[config.mk]
export PLATFORM = sky130hd
export DESIGN_NAME = cruiser_pad
export DESIGN_NICKNAME = d
export VERILOG_FILES = /design/src/rtl/cruiser_pkg.sv /design/src/rtl/cruiser_debounce.sv /design/src/rtl/cruiser_pad.sv
export SDC_FILE = /design/constraint.sdc
export NUM_CORES = 1
export LEC_CHECK = 0
export ABC_CLOCK_PERIOD_IN_PS = 1900
export BUFFER_PORTS_ARGS = -buffer_cell sky130_fd_sc_hd__buf_2
export CAP_MARGIN = 0
export CORE_ASPECT_RATIO = 1.4
export CORE_MARGIN = 2
export CORE_UTILIZATION = 56
export DETAILED_ROUTE_END_ITERATION = 8
export PLACE_DENSITY = 0.75
export SLEW_MARGIN = 10
export SYNTH_ARGS = -nofsm -noshare
export SYNTH_HDL_FRONTEND = slang
export SYNTH_SLANG_ARGS = --single-unit
[constraint.sdc]
create_clock -name clock -period 1.9 [get_ports clock]
set_clock_uncertainty 0.15 [all_clocks]
set_input_delay 0 -clock clock [delete_from_list [all_inputs] [get_ports clock]]
set_output_delay 0 -clock clock [all_outputs]
set_load 0.02 [all_outputs]
[src/rtl/cruiser_pkg.sv]
// Shared types and default timing for the cruiser direction pad.
package cruiser_pkg;

  localparam int CNT_W_DEF         = 24;
  localparam int DEBOUNCE_DEF      = 250000;
  localparam int REPEAT_DELAY_DEF  = 15000000;
  localparam int REPEAT_PERIOD_DEF = 2500000;

  typedef enum logic [1:0] {
    IDLE,
    DELAY,
    REPEAT
  } state_t;

  typedef struct packed {
    logic up;
    logic down;
    logic left;
    logic right;
  } dir_t;

  // Opposing presses cancel; the orthogonal pair passes through.
  function automatic dir_t mask_dir(input dir_t d);
    dir_t m;
    m.up    = d.up & ~d.down;
    m.down  = d.down & ~d.up;
    m.left  = d.left & ~d.right;
    m.right = d.right & ~d.left;
    return m;
  endfunction

endpackage

[src/rtl/cruiser_debounce.sv]
// One button: 2-flop synchronizer followed by a stability counter.
module cruiser_debounce
  import cruiser_pkg::*;
#(
  parameter int CNT_W  = CNT_W_DEF,
  parameter int CYCLES = DEBOUNCE_DEF
) (
  input  logic clock,
  input  logic reset,
  input  logic raw,
  output logic level
);

  localparam logic [CNT_W-1:0] LAST = CNT_W'(CYCLES - 1);

  logic [1:0]       sync_q;
  logic [CNT_W-1:0] cnt_q;

  always_ff @(posedge clock or negedge reset) begin
    if (!reset) begin
      sync_q <= '0;
      cnt_q  <= '0;
      level  <= 1'b0;
    end else begin
      sync_q <= {sync_q[0], raw};
      if (sync_q[1] == level) begin
        cnt_q <= '0;
      end else if (cnt_q >= LAST) begin
        level <= sync_q[1];
        cnt_q <= '0;
      end else begin
        cnt_q <= cnt_q + 1'b1;
      end
    end
  end

endmodule

[src/rtl/cruiser_pad.sv]
// Debounced 4-way pad with move strobe; auto-repeat when
// CRUISER_PAD_REPEAT_EN is defined, single strobe per change otherwise.
module cruiser_pad
  import cruiser_pkg::*;
#(
  parameter int CNT_W           = CNT_W_DEF,
  parameter int DEBOUNCE_CYCLES = DEBOUNCE_DEF,
  parameter int REPEAT_DELAY    = REPEAT_DELAY_DEF,
  parameter int REPEAT_PERIOD   = REPEAT_PERIOD_DEF
) (
  input  logic clock,
  input  logic reset,
  input  logic btn_up,
  input  logic btn_down,
  input  logic btn_left,
  input  logic btn_right,
  output logic up,
  output logic down,
  output logic left,
  output logic right,
  output logic enable
);

  localparam longint CNT_MAX = (longint'(1) << CNT_W) - 1;
  localparam bit PARAMS_OK =
    (longint'(DEBOUNCE_CYCLES) <= CNT_MAX) &&
    (longint'(REPEAT_DELAY) <= CNT_MAX) &&
    (longint'(REPEAT_PERIOD) <= CNT_MAX);

  logic [3:0] raw_v;
  logic [3:0] db_v;
  dir_t       masked;
  dir_t       dir_q;
  state_t     state_q;
  state_t     state_d;
  logic       enable_q;
  logic       strobe_d;
  logic       active;
  logic       changed;
  logic       term;

  assign raw_v = {btn_up, btn_down, btn_left, btn_right};

  for (genvar i = 0; i < 4; i++) begin : g_btn
    cruiser_debounce #(
      .CNT_W  (CNT_W),
      .CYCLES (DEBOUNCE_CYCLES)
    ) u_db (
      .clock (clock),
      .reset (reset),
      .raw   (raw_v[i]),
      .level (db_v[i])
    );
  end

  assign masked  = mask_dir(dir_t'(db_v));
  assign active  = |masked;
  assign changed = masked != dir_q;

`ifdef CRUISER_PAD_REPEAT_EN
  localparam logic [CNT_W-1:0] DELAY_LAST  = CNT_W'(REPEAT_DELAY - 1);
  localparam logic [CNT_W-1:0] PERIOD_LAST = CNT_W'(REPEAT_PERIOD - 1);

  logic [CNT_W-1:0] cnt_q;
  logic [CNT_W-1:0] cnt_d;

  assign term = ((state_q == DELAY) && (cnt_q >= DELAY_LAST)) ||
                ((state_q == REPEAT) && (cnt_q >= PERIOD_LAST));

  always_ff @(posedge clock or negedge reset) begin
    if (!reset) cnt_q <= '0;
    else        cnt_q <= cnt_d;
  end
`else
  assign term = 1'b0;
`endif

  always_ff @(posedge clock or negedge reset) begin
    if (!reset) begin
      state_q  <= IDLE;
      dir_q    <= '0;
      enable_q <= 1'b0;
    end else begin
      state_q  <= state_d;
      dir_q    <= masked;
      enable_q <= strobe_d;
    end
  end

  always_comb begin
    state_d = state_q;
`ifdef CRUISER_PAD_REPEAT_EN
    cnt_d   = cnt_q;
`endif
    if (!active) begin
      state_d = IDLE;
`ifdef CRUISER_PAD_REPEAT_EN
      cnt_d   = '0;
`endif
    end else begin
      unique case (state_q)
        IDLE: begin
          state_d = DELAY;
`ifdef CRUISER_PAD_REPEAT_EN
          cnt_d   = '0;
`endif
        end
        DELAY, REPEAT: begin
          if (changed) begin
            state_d = DELAY;
`ifdef CRUISER_PAD_REPEAT_EN
            cnt_d   = '0;
`endif
          end else if (term) begin
            state_d = REPEAT;
`ifdef CRUISER_PAD_REPEAT_EN
            cnt_d   = '0;
`endif
          end else begin
`ifdef CRUISER_PAD_REPEAT_EN
            if (cnt_q != '1) cnt_d = cnt_q + 1'b1;
`endif
          end
        end
        default: state_d = IDLE;
      endcase
    end
  end

  // A strobe is never issued back to back, even if events collide.
  always_comb begin
    strobe_d = 1'b0;
    if (active && !enable_q)
      strobe_d = (state_q == IDLE) || changed || term;
  end

  assign up     = dir_q.up;
  assign down   = dir_q.down;
  assign left   = dir_q.left;
  assign right  = dir_q.right;
  assign enable = enable_q;

  always_ff @(posedge clock) begin
    assert (PARAMS_OK)
      else $error("cruiser_pad: timing parameter exceeds counter range");
  end

endmodule

# Word level (Yosys, flattened, before mapping)
# Cells that the tools add are included.
dict set report word_totals {
  mem_bits_rw 0
  rom_bits 0
  elab_cells 68
  mem_count 0
  input_bits 6
  regBits 115
  out_inout_bits 5
  latchBits 0
}
dict set report op_classes {
  div 0
  n_eq_ne 8
  reduce_logical 10
  muxes 12
  magnitude_cmp 4
  add_sub_neg 4
  shifts 0
  n_bitwise 12
  n_mul 0
}
# operator count
set ops {}
lappend ops {{$mux W24} 8}
lappend ops {{$add A24 B1 Y24 const B} 4}
lappend ops {{$ge A24 B18 Y1 const B} 4}
lappend ops {{$not A1 Y1} 8}
lappend ops {{$reduce_and A2 Y1} 4}
lappend ops {{$and A1 B1 Y1} 4}
lappend ops {{$eq A1 B1 Y1} 4}
lappend ops {{$mux W2} 2}
lappend ops {{$ne A4 B4 Y1} 1}
lappend ops {{$pmux W2 S2} 1}
lappend ops {{$reduce_or A4 Y1} 1}
lappend ops {{$ne A3 B3 Y1 const B} 1}
lappend ops {{$eq A2 B1 Y1 const B} 1}
lappend ops {{$eq A2 B2 Y1 const B} 1}
lappend ops {{$logic_not A2 Y1} 1}
lappend ops {{$reduce_or A2 Y1} 1}
lappend ops {{$logic_and A1 B1 Y1} 1}
lappend ops {{$logic_not A1 Y1} 1}
lappend ops {{$logic_or A1 B1 Y1} 1}
lappend ops {{$mux W1} 1}

# Longest topological paths before layout
dict set report logic_depth {
  depth_word 6
  ltp_mapped 7
  mapped_depth_nobuf 6
}

# Cells and area by module
# Synthesis repeated with hierarchy kept, for this count alone.
dict set report unflattened {
  hier_cells 473
  hier_area_um2 5057.4
}
# mod cells_per_inst area_each_um2 n_inst seq_area_each_um2
set modules_own_cells {}
lappend modules_own_cells {cruiser_debounce 112 1192.4 4 675.6}
lappend modules_own_cells {cruiser_pad 25 287.8 1 150.1}

# Worst setup path after synthesis
# OpenSTA, ideal clock, no wires.
dict set report synth_timing {
  path_kind {reg-to-reg}
  from {reg g_btn[3].u_db.cnt_q[22]}
  to {reg g_btn[3].u_db.cnt_q[11]}
  required_time_ns 1.681
  slack_ns 0.109
  n_path_buf 1
  t_arrival_ns 1.572
  path_stages_with_launch 6
  path_cell_list {dfrtp_1 or4_4 nor4_4 nand3_4 buf_6 nor2_2}
}
dict set report synth_via {
  elab_chain_len 3
}
# element line_no
set synth_rtl {}
lappend synth_rtl {{start, declared} cruiser_debounce.sv:17} ;# logic [CNT_W-1:0] cnt_q;
lappend synth_rtl {{start signal, assigned} cruiser_debounce.sv:32} ;# cnt_q <= cnt_q + 1'b1;
lappend synth_rtl {{$ge A24 B18 Y1} cruiser_debounce.sv:28} ;# end else if (cnt_q >= LAST) begin
lappend synth_rtl {{$mux W24} cruiser_debounce.sv:28}
lappend synth_rtl {{$mux W24} cruiser_debounce.sv:26} ;# if (sync_q[1] == level) begin
# No other way between the ends.
# A chain may end at the register's enable or synchronous reset.

# Worst setup path after layout
dict set report layout_timing {
  from {reg g_btn[1].u_db.cnt_q[9]}
  to {reg g_btn[1].u_db.cnt_q[17]}
}
dict set report layout_via {
  elab_chain_len 3
  word_cells_on_any_way 4
  cone_classes {1 x add/sub; 1 x order compare; 2 x mux}
}
# element line_no
set layout_rtl {}
lappend layout_rtl {{start, declared} cruiser_debounce.sv:17}
lappend layout_rtl {{start signal, assigned} cruiser_debounce.sv:32}
lappend layout_rtl {{$add A24 B1 Y24 / $ge A24 B18 Y1 (equally long branches)} {cruiser_debounce.sv:32, cruiser_debounce.sv:28}}
lappend layout_rtl {{$mux W24 (*)} cruiser_debounce.sv:28}
lappend layout_rtl {{$mux W24 (*)} cruiser_debounce.sv:26}
# Mark *: on every way between the ends. The rest lies on a longest branch, timed or not.

==> summary.txt <==
Yosys
  – Synthesized area: 4940 sq um
  – Synth cell types: 29
  – Main flop type after synthesis: dfrtp_1
  – Ys Warns: 0
  – Post-synth top area cell: dfrtp_1
  – Area share of the largest cell type after synthesis: 57.7%
  – Mean Syn Cell Area: 11.1 sq um
  – Post-synth EDFFs: 0
  – Area contributors post-synth: dfrtp_1 58%, xor2_1 7.6%, nor2_1 6.5%
  – Seq/Total Area, Yosys: 57.7%
  – Mapped Cells: 447
  – Async set-reset flop share out of synthesis: 100%
  – Yosys reg bits: 114

Route
  – DR vias/cell: 5.40
  – Routed vias: 3,493
  – DRC violations left: 0
  – Detailed-route wire length: 9730 um
  – DR WL/cell: 15.0 um
  – DRT antenna net count: 0
  – DR pass1 iterations: 6
  – 1st-iter DRT viols: 215

CTS
  – Root Buffer: clkbuf_16
  – Clock Latency Late Sink: 0.40 ns
  – Clk slew on worst S/H paths: 0.05 ns
  – CTS Buf Count: 17
  – CTS sink count: 114
  – CTS Buffer Depth: 2
  – TritonCTS clock tree: done
  – H-tree levels: 4

Floorplanning
  – Core region area: 8560 sq um
  – Die area: 9600 sq um
  – Num ports: 11
  – Initial core utilization: 57.7%
  – Rows: 40
  – Die extent in y: 115 um
  – Die W: 83.4 um

Global routing
  – Largest net degree at the start of global routing: 44
  – GRT Total Usage: 21.5%
  – Vias in the first global route: 3,663
  – First-pass GRT wire length: 16,300 um
  – Initial antenna violation count: 0
  – Total grt overflow: 0

Placed design
  – HPWL after DPL: 5560 um
  – Placed cell count: 602
  – DP Area: 5380 sq um
  – GPL Wtd Cong: 0.794
  – IO Port Bufs: 10
  – Pre-CTS setup slack: 0.0565 ns

Timing
  – Max-slew violation count: 0
  – Final worst slack: -0.0455 ns
  – Setup TNS: -0.124 ns
  – Measured slew at the worst slew-check pin: 0.631 ns
  – Hold WS: 0.0912 ns
  – Fin crit share: 102%
  – RSZ-0062 raised after global routing: yes
  – Post-layout min period: 1.95 ns
  – Max transition margin: 57.6%
  – Final setup vio count: 7
  – F_max: 0.514 GHz
  – Hold Fails Final Rpt: 0

Finish
  – Reg area: 2850 sq um
  – Most frequent cells in the layout: 114 x dfrtp_1, 73 x nor2_1, 43 x xor2_1
  – Area Overhead vs Synth: 28.4%
  – Layout Utilization: 74.1%
  – Final instance area: 6340 sq um
  – Most common cell after layout, fill and taps aside: dfrtp_1
  – Ant. Diodes: 0
  – Share of cells above drive strength 1: 22.1%
  – Area of the multi-input gates: 2260 sq um
  – Nets@finish: 544
  – Fill count: 541
  – Post-route insts no fill: 647

Power and ir drop
  – VDD IR max: 0.968 mV
  – Leakage power: 2.58 nW
  – Power Total: 6.09 mW
  – Power density over cell area: 960 nW/um^2

Critical path
  – Worst-path cell chain: buf_4 -> nand4_1 -> nor4_1 -> nand3_1 -> xor2_1 -> nor2_1
  – Crit path from: g_btn[1].u_db.cnt_q[9]
  – CP Capture Type: register
  – Critical Path Stages: 6
  – Max stage delay on crit path: 0.59 ns
  – Worst r2r path cells: 6
  – Worst Path Required: 2.03 ns
  – Crit Path Max Fanout: 5
  – Critical Path End: g_btn[1].u_db.cnt_q[17]
  – Startpoint Class: register
  – Worst reg2reg path endpoint: g_btn[1].u_db.cnt_q[17]
  – Crit Path Class: reg -> reg
  – CP Data Arrival Time: 2.08 ns
  – Worst R2R Start: g_btn[1].u_db.cnt_q[9]
  – Bufs and invs on worst path: 1
  – Reg2Reg Setup Slack: -0.05 ns
  – Cell family with the largest share of critical-path delay: simple AND/OR/NAND/NOR gates
  – Slowest cell on crit path: nor4_1

Run
  – # Max-Cap Violations: 0

Hold path
  – Worst min path class: in -> reg

Run status
  – Outcome: finished with violations
  – Failing checks: negative setup slack
-- synthesized netlist by cell type, types with 3 or more instances --
library cell	n
nand4_1	20
buf_6	4
xnor2_1	29
xor2_1	43
or4_1	3
ha_1	8
and4_1	7
nor2_2	9
a211oi_1	8
and3_1	4
inv_1	12
nand3_1	30
mux2_2	4
nor4_1	4
nor2_1	86
nor3_1	14
dfrtp_1	114
nor4_2	3
nand2_1	31
-- how the worst min path moves through the flow --
stage	cells past startpoint	to	slack (ns)	from
6_report	2	g_btn[3].u_db.sync_q[0]	0.09	btn_up
5_1_grt	2	g_btn[0].u_db.sync_q[0]	0.08	btn_right
4_1_cts	2	g_btn[1].u_db.sync_q[0]	0.07	btn_left
3_5_place_dp	1	g_btn[2].u_db.cnt_q[15]	-0.13	reset
3_3_place_gp	1	g_btn[2].u_db.cnt_q[15]	-0.14	reset
2_1_floorplan	0	down	-0.45	reset
-- timing repair --
item / 4_1_cts / 5_1_grt
gates cloned: 1 / 3
pin swaps: 5 / 19
setup endpoints to repair: 1 / 58
hold buffers: 6 / 0
resized for setup: 4 / 34
buffers inserted: 3 / 1
endpoints found under the hold margin: 118 / 0
-- flip-flops by register name, summed over array words and instances (netlist names) --
register,cells
down,1
enable,1
g_btn.u_db.cnt_q,96
g_btn.u_db.level,4
g_btn.u_db.sync_q,8
left,1
right,1
state_q,1
up,1
-- report_power, final --
group / leakage (nW) / internal, mW / switching [mW] / total [mW]
clock: 0.319 / 2.38 / 1.03 / 3.41
combinational: 0.765 / 0.0588 / 0.108 / 0.166
sequential: 1.50 / 2.49 / 0.0336 / 2.52
total: 2.58 / 4.92 / 1.17 / 6.09
-- cells by family after synthesis --
logic type | Yosys count | synth area share [%]
other | 1 | 0.0759
DFF | 114 | 57.7
xor gates and xnor gates | 72 | 12.8
AOI/OAI and AO/OA | 8 | 1.22
and+or+nand+nor | 222 | 23.3
muxes | 4 | 0.911
buffers and inverters | 18 | 1.97
adders and majority gates | 8 | 2.03
-- metal layers --
layer | global-route usage, % | up-vias | share of wire, %
li1 | - | 1661 | -
met1 | 24.4 | 1736 | 40
met2 | 37.9 | 80 | 54
met3 | 6.75 | 16 | 3.8
met4 | 8.42 | 0 | 1.7
met5 | 0 | - | 0
-- layout make-up --
class                      count  share of cell area [%]
tap                          105                    2.07
clock buffer                  20                    7.20
clock inverter                11                    2.90
inverter                      12                   0.710
multi-input combinational    340                    35.6
timing repair buffer          45                    6.61
sequential                   114                    45.0
No activity file was read; power rests on OpenSTA's default activity.
